==> src/rtl/dma_loader.sv <==
// UART boot loader: takes a little-endian word count, streams program words
// to the hub, answers ACK/NAK, then forwards input-data words forever.
module dma_loader #(
  parameter int unsigned MAX_INSTR_WORDS = 256,
  parameter logic [7:0]  ACK_BYTE        = 8'hAA,
  parameter logic [7:0]  NAK_BYTE        = 8'hEE
) (
  input  logic        clock,
  input  logic        reset,
  input  logic [7:0]  rx_data,
  input  logic        rx_ready,
  input  logic        tx_busy,
  output logic        tx_start,
  output logic [7:0]  sdata,
  output logic [31:0] data,
  output logic        instr_ready,
  output logic        mem_ready,
  output logic        program_loaded
);

  typedef enum logic [2:0] {
    WAIT_LEN,
    LOAD,
    ACK,
    NAK,
    RUN
  } state_t;

  state_t      state;
  state_t      state_d;
  logic [1:0]  bcnt;
  logic [31:0] asm_q;
  logic [31:0] wcnt;
  logic [31:0] len_q;
  logic [31:0] word;
  logic        take;
  logic        word_done;

  // Bytes are only accepted in the assembling states.
  assign take = rx_ready &&
    (state == WAIT_LEN || state == LOAD || state == RUN);
  assign word      = {rx_data, asm_q[31:8]};
  assign word_done = take && (bcnt == 2'd3);

  assign program_loaded = (state == RUN);

  always_comb begin
    state_d  = state;
    tx_start = 1'b0;
    sdata    = 8'h00;
    unique case (state)
      WAIT_LEN: begin
        if (word_done) begin
          if (word == 32'd0)
            state_d = ACK;
          else if (word > 32'(MAX_INSTR_WORDS))
            state_d = NAK;
          else
            state_d = LOAD;
        end
      end
      LOAD: begin
        if (word_done && (wcnt + 32'd1 == len_q))
          state_d = ACK;
      end
      ACK: begin
        sdata = ACK_BYTE;
        if (!tx_busy) begin
          tx_start = 1'b1;
          state_d  = RUN;
        end
      end
      NAK: begin
        sdata = NAK_BYTE;
        if (!tx_busy) begin
          tx_start = 1'b1;
          state_d  = WAIT_LEN;
        end
      end
      RUN: state_d = RUN;
      default: state_d = WAIT_LEN;
    endcase
  end

  always_ff @(posedge clock) begin
    if (reset) begin
      state       <= WAIT_LEN;
      bcnt        <= 2'd0;
      asm_q       <= 32'd0;
      wcnt        <= 32'd0;
      len_q       <= 32'd0;
      data        <= 32'd0;
      instr_ready <= 1'b0;
      mem_ready   <= 1'b0;
    end else begin
      state       <= state_d;
      instr_ready <= 1'b0;
      mem_ready   <= 1'b0;
      if (state == ACK || state == NAK)
        bcnt <= 2'd0;
      else if (take) begin
        asm_q <= word;
        bcnt  <= bcnt + 2'd1;
      end
      if (word_done) begin
        if (state == WAIT_LEN) begin
          len_q <= word;
          wcnt  <= 32'd0;
        end else if (state == LOAD) begin
          data        <= word;
          instr_ready <= 1'b1;
          wcnt        <= wcnt + 32'd1;
        end else begin
          data      <= word;
          mem_ready <= 1'b1;
        end
      end
    end
  end

endmodule

==> config.mk <==
export PLATFORM = sky130hd
export DESIGN_NAME = dma_loader
export DESIGN_NICKNAME = d
export VERILOG_FILES = /design/src/rtl/dma_loader.sv
export SDC_FILE = /design/constraint.sdc
export NUM_CORES = 1
export LEC_CHECK = 0
export ABC_AREA = 1
export CAP_MARGIN = 0
export CORE_MARGIN = 2
export CORE_UTILIZATION = 58
export CTS_BUF_LIST = sky130_fd_sc_hd__clkbuf_4 sky130_fd_sc_hd__clkbuf_8 sky130_fd_sc_hd__clkbuf_16
export DETAILED_ROUTE_END_ITERATION = 6
export GPL_TIMING_DRIVEN = 0
export PLACE_DENSITY = 0.8
export SYNTH_ARGS = -nofsm -noshare
export SYNTH_HDL_FRONTEND = slang
export SYNTH_SLANG_ARGS = --single-unit
export TNS_END_PERCENT = 20
==> constraint.sdc <==
create_clock -name clock -period 2.4 [get_ports clock]
set_input_delay 0.48 -clock clock [delete_from_list [all_inputs] [get_ports clock]]
set_output_delay 0.48 -clock clock [all_outputs]
set_load 0.1 [all_outputs]
==> qor.yml, run 1 <==
setup_path:
  crit_chain: "ha_4 > nand2_4 > nor2_8 > nand2_4 > nor2_1 > nand3_1 > nand3_1 > nand2_1 > nor2_1 > nand2_1 > nor2_2 > nand3_2 > nand2_2 > nand2_1 > nor2_1 > nor2_1"
  cp_data_arrival_time_ns: 2.73
  r2r-start: "wcnt[0]$_SDFFE_PP0P_"
  ff2ff_setup_slack_ns: 0.1
  crit_slowest_cell: "dfxtp_4"
  startpoint_type: "flip-flop"
  cp_max_fo: 7
  r2r_cells: 16
  crit_top_cell: "nor2_1"
  rr_endpoint: "state[1]$_SDFFE_PP0P_"
  setup.worst_path.end_class: "flip-flop"
  crit_required_ns: 2.83
  critPathKind: "reg -> reg"
  slowest_delay_ns: 0.40
worst_hold_path:
  hold_depth: 2
  min_to: "len_q[19]$_SDFFE_PP0P_"
  worstHoldPathType: "reg -> reg"
  hold_start: "len_q[19]$_SDFFE_PP0P_"
place:
  io_buffers: 52
  place_congestion: 0.932
  placed_area_um2: 6940
  post-dp-hpwl_um: 12400
layout:
  area_growth_pct: 22.1
  antenna_cells: 0
  utilization: 0.732
  layout-drive-gt1-share: 0.0936
  fin_area_um2: 7590
  nNetsFinal: 1016
clock_tree:
  cts_tree: "yes"
  cts.sinks: 127
  cts_buffers: 17
  cts.reportedPaths.clkPinSlew_ns: 0.06
  clockRootBuffer: "clkbuf_8"
  insertion_delay_ns: 0.53
  h-tree-depth: 4
  clk_path_buf_depth: 2
  hold_buffers: 0
grt:
  grt_max_degree: 17
  antenna_found_initial: 0
  grt_usage: 0.315
  grt_overflow: 0
  grt_pass1_wl_um: 28100
  grt_pass1_vias: 5776
floorplan:
  rows: 37
  die_x_um: 108
  io_pins: 56
  start_util: 0.599
  core_um2: 10400
  die_h_um: 108
  die_area_um2: 11600
pwr:
  pwr-share-clk: 0.413
  pwr-share-comb: 0.218
  p_leak_nw: 3.26
  power.density_nw_per_um2: 857
  peakVddDrop_mv: 0.957
  finalPower_mw: 6.50
  seq_power_share: 0.370
  internal_power_mw: 4.27
  swShare: 0.343
  p_sw_mw: 2.23
timing:
  clock.fmax_mhz: 434
  fin_crit_sh: 0.960
  hold_viol_final: 0
  worst_pin_slew_ns: 0.968
  finClkSkew_ns: 0.00667
  period_needed_ns: 2.30
  drv_slew: 0
  setup_viol: 0
  max-slew-margin-rel: 0.357
  setup_tns_ns: 0
  rsz0062_at_grt: "true"
outcome:
  outcome: "finished, final reports clean"
synth:
  synth_top_cell_by_area: "dfxtp_1"
  synth_ff_type: "dfxtp_1"
  yosysSeqAreaShare: 0.409
  yosys_register_bits: 127
  syn-cell-area_um2: 6220
  avgSynthCellArea_um2: 6.70
  syn_inst: 928
  yosysWarnings: 0
  synthTopCellsByArea: "dfxtp_1 (41%), nand2_1 (13%), nor2_1 (9.2%), o21ai_0 (7.4%), inv_1 (5.7%)"
  synth.distinct_cells: 35
  synth_edf_count: 0
  yosys-top-cells-count: "nand2_1 (211), nor2_1 (153), dfxtp_1 (127)"
  synth.most_common_cell: "nand2_1"
  async_reset_ff_frac: 0
  yosysTopAreaCellShare: 0.409
drt:
  via_per_inst: 5.42
  drt_iter0_markers: 418
  dr_total_vias: 6236
  drt_pass1_iterations: 5
  drc: 0
  drt-wirelength-per-cell_um: 15.2
  wirelength_um: 17400
  antenna_left: 0
run:
  cap_violations: 0
-- registers in the layout, summed over array words and instances (netlist names) --
| signal | count |
|---|---|
| asm_q | 24 |
| bcnt | 2 |
| data | 32 |
| instr_ready | 1 |
| len_q | 32 |
| mem_ready | 1 |
| state | 3 |
| wcnt | 32 |
-- kinds of logic after synthesis --
kind of cell,Yosys count,share of synthesized area
and+or+nand+nor,464,0.319
AOI/OAI and AO/OA,187,0.165
buffers and inverters,139,0.0882
DFF,127,0.409
xor gates and xnor gates,8,0.0137
adders and majority gates,2,0.00403
other,1,0.000603
-- layout make-up --
cell class                 count  area (um2)
buffer                        40         189
clock buffer                  19         435
clock inverter                13         178
fill                         858        2780
inverter                      99         372
multi-input combinational    663        3180
sequential                   127        2550
tap                          136         170
timing repair buffer          54         504
-- metal layers --
layer / share of wire / vias up / GRT usage / routed length (um)
met2: 0.46 / 192 / 0.506 / 8050
met1: 0.45 / 2855 / 0.414 / 7910
li1: - / 3157 / - / -
met3: 0.056 / 32 / 0.0599 / 969
met4: 0.030 / 0 / 0.130 / 519
met5: 0 / - / 0 / 0
-- how the worst max path moves through the flow --
stage | startpoint | to | slack (ns)
after floorplan | state[1]$_SDFFE_PP0P_ | sdata[6] | 0.02
after global placement | rx_ready | data[23]$_SDFFE_PP0P_ | -0.34
after detailed placement | rx_ready | wcnt[9]$_SDFFE_PP0P_ | -0.33
after CTS | state[1]$_SDFFE_PP0P_ | sdata[2] | 0.0005
after global routing | wcnt[15]$_SDFFE_PP0P_ | state[1]$_SDFFE_PP0P_ | -0.09
final | wcnt[0]$_SDFFE_PP0P_ | state[1]$_SDFFE_PP0P_ | 0.1
-- timing repair --
item,4_1_cts,5_1_grt
pin swaps,0,2
setup endpoints to repair,45,39
gates resized for setup,64,18
buffers inserted,0,2
cloned,0,0
-- power groups by stage --
stage	clock network (mW)	registers, mW	logic, mW
2_1_floorplan	0	2.51	0.967
3_3_place_gp	0	2.44	1.37
3_5_place_dp	0	2.44	1.39
4_1_cts	2.69	2.40	1.39
5_1_grt	2.76	2.42	1.53
6_report	2.68	2.41	1.42
-- cell usage in the layout (no fill, tap or decap), drive strengths merged, types with 3 or more instances in the layout --
cell / synthesis / layout
clkbuf: 34 / 53
xnor2: 3 / 3
nand3: 68 / 68
and2: 4 / 4
o21ai: 93 / 93
dfxtp: 127 / 127
clkdlybuf4s50: 0 / 10
inv: 97 / 101
a21oi: 69 / 69
bufinv: 0 / 3
xor2: 4 / 4
nand2: 219 / 219
nand4: 5 / 5
nor2: 164 / 164
clkinv: 2 / 6
buf: 6 / 10
clkdlybuf4s15: 0 / 5
dlygate4sd2: 0 / 34
o32ai: 19 / 19
-- critical path, delay by kind of cell (launching register included) --
family / cells / cell delay, ns
DFF: 1 / 0.40
adders and majority gates: 1 / 0.17
and+or+nand+nor: 15 / 1.61
-- stage by stage --
stage | worst slack [ns] | hold WS, ns | instances
after floorplan | 0.0155 | 0.444 | 929
after global placement | -0.336 | 0.455 | 1117
after detailed placement | -0.329 | 0.463 | 1117
after CTS | 0.000491 | 0.472 | 1149
after global routing | -0.0864 | 0.489 | 1151
final | 0.0970 | 0.472 | 1151
No activity file was read; power rests on OpenSTA's default activity.
==> run 2: changes to the inputs <==
- SLEW_MARGIN: unset -> 10
==> results of run 2 <==
Final layout, timing and power as in run 1 (identical DEF).
